==> src/rtl/n64_input_events.sv <==
`default_nettype none
// ============================================================================
// n64_input_events : debounced N64 buttons -> press/release event FIFO, plus
//                    dead-zoned / clamped analog stick.    Revision 1.0
// ============================================================================
module n64_input_events #(
    parameter int STABLE_FRAMES = 2,
    parameter int DEADZONE      = 8,
    parameter int STICK_MAX     = 80,
    parameter int FIFO_DEPTH    = 8
) (
    input  logic        clk_4M,
    input  logic        rst,
    input  logic [31:0] ctrl_state,
    input  logic        ctrl_clk,
    output logic [15:0] buttons,
    output logic [7:0]  stick_x,
    output logic [7:0]  stick_y,
    output logic        frame_valid,
    output logic        ev_valid,
    output logic [4:0]  ev_data,
    input  logic        ev_ready
);

    localparam int AW = $clog2(FIFO_DEPTH);
    localparam int CW = $clog2(STABLE_FRAMES + 1);
    localparam logic [CW-1:0]     CNT_MAX = CW'(STABLE_FRAMES);
    localparam logic signed [8:0] DZ      = 9'(DEADZONE);
    localparam logic signed [8:0] MAXV    = 9'(STICK_MAX);
    localparam logic signed [8:0] MINV    = 9'(-STICK_MAX);

    // Magnitude is taken at 9 bits so that -128 maps to +128 without wrapping.
    function automatic logic [7:0] shape(input logic [7:0] raw);
        logic signed [8:0] v;
        logic signed [8:0] mag;
        v   = {raw[7], raw};
        mag = (v < 0) ? -v : v;
        if (mag <= DZ)
            shape = 8'd0;
        else if (v > MAXV)
            shape = MAXV[7:0];
        else if (v < MINV)
            shape = MINV[7:0];
        else
            shape = raw;
    endfunction

    logic              ctrl_clk_q;
    logic [31:0]       cap_q,         cap_d;
    logic              cap_vld_q,     cap_vld_d;
    logic [7:0]        stick_x_q,     stick_x_d;
    logic [7:0]        stick_y_q,     stick_y_d;
    logic              frame_valid_q, frame_valid_d;
    logic [15:0]       cand_q,        cand_d;
    logic [CW-1:0]     cnt_q,         cnt_d;
    logic [15:0]       buttons_q,     buttons_d;
    logic [15:0]       pending_q,     pending_d;
    logic [15:0]       newval_q,      newval_d;
    logic [AW:0]       wr_ptr_q,      wr_ptr_d;
    logic [AW:0]       rd_ptr_q,      rd_ptr_d;
    logic [4:0]        mem_q [FIFO_DEPTH];

    logic              w_capture;
    logic              w_commit;
    logic              w_full;
    logic              w_empty;
    logic              w_push;
    logic              w_pop;
    logic [3:0]        w_sel;
    logic [4:0]        w_push_data;

    always_comb begin
        cap_d         = cap_q;
        cap_vld_d     = 1'b0;
        stick_x_d     = stick_x_q;
        stick_y_d     = stick_y_q;
        frame_valid_d = 1'b0;
        cand_d        = cand_q;
        cnt_d         = cnt_q;
        buttons_d     = buttons_q;
        pending_d     = pending_q;
        newval_d      = newval_q;
        w_sel         = 4'd0;

        w_capture = ctrl_clk & ~ctrl_clk_q;
        if (w_capture) begin
            cap_d     = ctrl_state;
            cap_vld_d = 1'b1;
        end

        if (cap_vld_q) begin
            stick_x_d     = shape(cap_q[15:8]);
            stick_y_d     = shape(cap_q[7:0]);
            frame_valid_d = 1'b1;
            if (cap_q[31:16] == cand_q) begin
                if (cnt_q != CNT_MAX)
                    cnt_d = cnt_q + CW'(1);
            end else begin
                cand_d = cap_q[31:16];
                cnt_d  = CW'(1);
            end
        end

        // A commit waits until every event of the previous change is queued.
        w_commit = (cnt_q == CNT_MAX) && (cand_q != buttons_q) && (pending_q == 16'd0);
        if (w_commit) begin
            buttons_d = cand_q;
            pending_d = cand_q ^ buttons_q;
            newval_d  = cand_q;
        end

        for (int i = 15; i >= 0; i--) begin
            if (pending_q[i])
                w_sel = 4'(i);
        end

        w_empty     = (wr_ptr_q == rd_ptr_q);
        w_full      = ((wr_ptr_q ^ rd_ptr_q) == {1'b1, {AW{1'b0}}});
        w_push      = (pending_q != 16'd0) && !w_full;
        w_pop       = !w_empty && ev_ready;
        w_push_data = {newval_q[w_sel], w_sel};

        if (w_push)
            pending_d[w_sel] = 1'b0;

        wr_ptr_d = wr_ptr_q + (AW+1)'(w_push);
        rd_ptr_d = rd_ptr_q + (AW+1)'(w_pop);
    end

    always_ff @(posedge clk_4M) begin
        if (rst) begin
            ctrl_clk_q    <= 1'b1;
            cap_q         <= 32'd0;
            cap_vld_q     <= 1'b0;
            stick_x_q     <= 8'd0;
            stick_y_q     <= 8'd0;
            frame_valid_q <= 1'b0;
            cand_q        <= 16'd0;
            cnt_q         <= '0;
            buttons_q     <= 16'd0;
            pending_q     <= 16'd0;
            newval_q      <= 16'd0;
            wr_ptr_q      <= '0;
            rd_ptr_q      <= '0;
            for (int i = 0; i < FIFO_DEPTH; i++)
                mem_q[i] <= 5'd0;
        end else begin
            ctrl_clk_q    <= ctrl_clk;
            cap_q         <= cap_d;
            cap_vld_q     <= cap_vld_d;
            stick_x_q     <= stick_x_d;
            stick_y_q     <= stick_y_d;
            frame_valid_q <= frame_valid_d;
            cand_q        <= cand_d;
            cnt_q         <= cnt_d;
            buttons_q     <= buttons_d;
            pending_q     <= pending_d;
            newval_q      <= newval_d;
            wr_ptr_q      <= wr_ptr_d;
            rd_ptr_q      <= rd_ptr_d;
            if (w_push)
                mem_q[wr_ptr_q[AW-1:0]] <= w_push_data;
        end
    end

    assign buttons     = buttons_q;
    assign stick_x     = stick_x_q;
    assign stick_y     = stick_y_q;
    assign frame_valid = frame_valid_q;
    assign ev_valid    = !w_empty;
    assign ev_data     = w_empty ? 5'd0 : mem_q[rd_ptr_q[AW-1:0]];

endmodule
`default_nettype wire

==> config.mk <==
export PLATFORM = sky130hd
export DESIGN_NAME = n64_input_events
export DESIGN_NICKNAME = d
export VERILOG_FILES = /design/src/rtl/n64_input_events.sv
export SDC_FILE = /design/constraint.sdc
export NUM_CORES = 1
export LEC_CHECK = 0
export BUFFER_PORTS_ARGS = -buffer_cell sky130_fd_sc_hd__buf_2
export CAP_MARGIN = 30
export CORE_ASPECT_RATIO = 1.4
export CORE_UTILIZATION = 50
export DETAILED_ROUTE_END_ITERATION = 16
export PLACE_DENSITY_LB_ADDON = 0.15
export SETUP_SLACK_MARGIN = 0.5
export SLEW_MARGIN = 20
export SYNTH_ARGS = -nofsm -noshare
export SYNTH_HDL_FRONTEND = slang
export SYNTH_SLANG_ARGS = --single-unit
==> constraint.sdc <==
create_clock -name clk_4M -period 2.25 [get_ports clk_4M]
set_clock_uncertainty 0.05 [all_clocks]
set_input_delay 0.45 -clock clk_4M [delete_from_list [all_inputs] [get_ports clk_4M]]
set_output_delay 0.45 -clock clk_4M [all_outputs]
set_load 0.03 [all_outputs]
==> results.md <==
- Die height: roughly 140 um
- Final Util: 0.774
- Layout cells sized above 1: 0.501
- Total Routed Length: 20,800 um
- Maxcap violations: 0
- # setup viols final: 34
- Pleak: 0.00415 uW
- Seq cells post-synth: roughly 150
- Via count: 6,253
- Gr usage total: 0.282
- Crit. End Element: primary output
- Synthesis Warnings: 0
- Nets: around 940
- Hold Path Class: in -> reg
- Met1 Resource Use GR: 0.299
- Peak VDD IR: 0.504 mV
- Compound-cell area share of the yosys netlist: 0.126
- Worst hold slack: a little under 0.2 ns
- P&R area growth vs syn: 50.5%
- Primary FF master, synth: dfxtp_1
- Bufs on Longest Clock Path: 2
- Final setup margin: -0.141 ns
- Global-route wire length before repair: 30,700 um
- Port Buffers: 74
- Number of flops mapped to enable cells by yosys: 40
- Area of the multi-input gates: 4360 um^2
- Met3 usage: 0.0580
- Synth cell types: 56
- Post-synthesis xor/xnor area fraction: 0.0509
- Antenna diode count: 0
- Largest net degree at the start of global routing: 64
- Setup TNS: -1.97 ns
- WP data required: 1.75 ns
- CTS H-Tree Depth: 4
- Max_slew headroom: 0.367
- Tot Pwr: 5880 uW
- Wirelength per Cell: 19.1 um
- CP max stage cell: mux4_2
- DP Wirelength: 12,900 um
- Crit path cell chain: buf_12 -> mux4_2 -> mux2i_1 -> nor2_1 -> buf_4
- Critical Setup Path Class: reg -> out
- Slew @ Worst Pin: 0.947 ns
- Reg clk slew, reported paths: 0.06 ns
- Pre-CTS WS: -0.171 ns
- Slowest cell delay on critical path: between 0.5 and 0.6 ns
- RSZ-0062 raised after global routing: yes
- Syn Inst Count: 723
- Initial antenna violation count: 0
- Core Rows: 50
- Post-route ant nets: 0
- Period utilization: 1.06
- Critical path startpoint category: register
- Fin. Hold Viols: 0
- Main combinational cell family by area after synthesis: simple AND/OR/NAND/NOR gates
- Slew Limit Fails: 0
- I/O Pins: 75
- Placer Congestion: 0.927
- Vias per std cell: 5.74
- Top-area cell type share of the netlist area: 0.317
- Fmax: 0.418 GHz
- Initial DRC count: 302
- Async SR Flop Fraction: 0
- Root Buffer: clkbuf_16
- GR Overflow Total: 0
- Starting Density: 0.514
- Grt met2 use: 0.509
- Power per cell area: around 570 nW/um^2
- Simple logic cell fraction of the synthesized area: 0.189
- Die area: 14,300 um^2
- Drt first pass iters: 5
- Core area: around 13,000 um^2
- Die Wd: approximately 100 um
- Mux share of post-synthesis cell area: 0.0894
- Cts-stage hold buffer count: 0
- Syn avg cell area: 9.53 um^2
- Post-synthesis adder-cell area fraction: 0.0127
- Critical path peak fanout: 6
- Sink Count: 149
- Commonest cells in the netlist: dfxtp_1 (109), nor2_1 (109), nand2_1 (84)
- Net Count, Synth: roughly 770
- Cts bufs inserted: 17
- Synth area leaders: dfxtp_1 (32%), edfxtp_1 (17%), nor2_1 (5.9%)
- Violated checks: setup timing
- Vias in the first global route: around 6,000
- Register area share after synthesis: 0.491
- Fillers: about 840
- # DRC: 0
- Worst skew pair latency: 0.42 ns
- Netlist Area Pre-Place: roughly 6900 um^2
- Gr busiest metal: met2
- Outcome: finished with violations
- Arrival @ worst endpoint: approximately 1.9 ns
- Fin crit period: 2.39 ns
- Seq. cell area: about 3500 um^2
- TritonCTS clock tree: built
- Area leader, netlist: dfxtp_1
==> report_power, final <==
group          switching [uW]  total [uW]  internal, uW  leakage [uW]
Clock                    1160        2800          1640      0.000282
Sequential               33.6        2820          2780       0.00132
Combinational             139         261           122       0.00254
==> state kept, by name, indices dropped and copies added (netlist names) <==
signal and count:
mem_q 40, cap_q 32, cand_q 16, newval_q 16, pending_q 16, stick_x 8
stick_y 8, rd_ptr_q 4, wr_ptr_q 4, cnt_q 2, cap_vld_q 1, ctrl_clk_q 1
frame_valid 1
==> per-stage QoR <==
step / instances / instance area, um^2
2_1_floorplan: 723 / 7180
3_3_place_gp: 996 / 8050
3_5_place_dp: 997 / 8060
4_1_cts: 1072 / 9860
5_1_grt: 1089 / 10400
6_report: 1089 / 10400
==> layer usage <==
layer | share of wire | wire (um)
met1 | 0.37 | 7620
met2 | 0.55 | 11400
met3 | 0.043 | 899
met4 | 0.045 | 930
met5 | 0 | 0
==> worst max-delay path: cells and delay by family, from the launching register on <==
| family | cells | cell delay (ns) |
|---|---|---|
| mux | 2 | 0.72 |
| flops | 1 | 0.39 |
| buf+inv | 2 | 0.30 |
| simple gates | 1 | 0.05 |
==> cells in the final DEF (no fill, tap or decap), types with 11 or more instances in the layout <==
| cell type | Yosys | final |
|---|---|---|
| dfxtp_2 | 0 | 39 |
| a21oi_1 | 63 | 45 |
| nand2_1 | 84 | 75 |
| edfxtp_1 | 40 | 40 |
| mux2i_1 | 39 | 34 |
| nor2_1 | 109 | 82 |
| nand2b_4 | 0 | 13 |
| buf_6 | 1 | 35 |
| a211oi_2 | 1 | 14 |
| dfxtp_4 | 0 | 11 |
| dfxtp_1 | 109 | 59 |
| buf_2 | 5 | 67 |
| inv_1 | 24 | 16 |
| clkbuf_16 | 0 | 18 |
| buf_4 | 6 | 71 |
| xor2_1 | 21 | 16 |
| nor2_4 | 0 | 15 |
| nor2_2 | 1 | 13 |
==> final cells by class <==
type,instances,area share
multi-input combinational,510,0.420
sequential,149,0.335
timing repair buffer,191,0.157
clock buffer,21,0.0455
tap,182,0.0220
clock inverter,11,0.0107
inverter,25,0.00953
==> repair_timing <==
item,4_1_cts,5_1_grt
buffers inserted,38,16
pin swaps,61,26
gates resized for setup,187,101
setup endpoints to repair,149,156
gates cloned,5,1
==> path summary, 6_finish.rpt <==
check | from | depth (start not counted) | endpoint | slack [ns]
hold / removal | ctrl_clk | 2 | ctrl_clk_q | 0.19
hold reg to reg | stick_y[6] | 2 | stick_y[6] | 0.42
setup reg to reg | pending_q[8] | 8 | mem_q[3][4] | -0.12
setup / recovery | rd_ptr_q[0] | 5 | ev_data[0] | -0.14
==> logic make-up after synthesis <==
family / count (synthesis)
AND/OR/NAND/NOR: 281
flip-flops: 149
AO/OA/AOI/OAI: 133
buffers and inverters: 64
multiplexers: 49
XOR/XNOR: 40
adder cells (fa/ha/maj): 7
No activity file was read; power rests on OpenSTA's default activity.
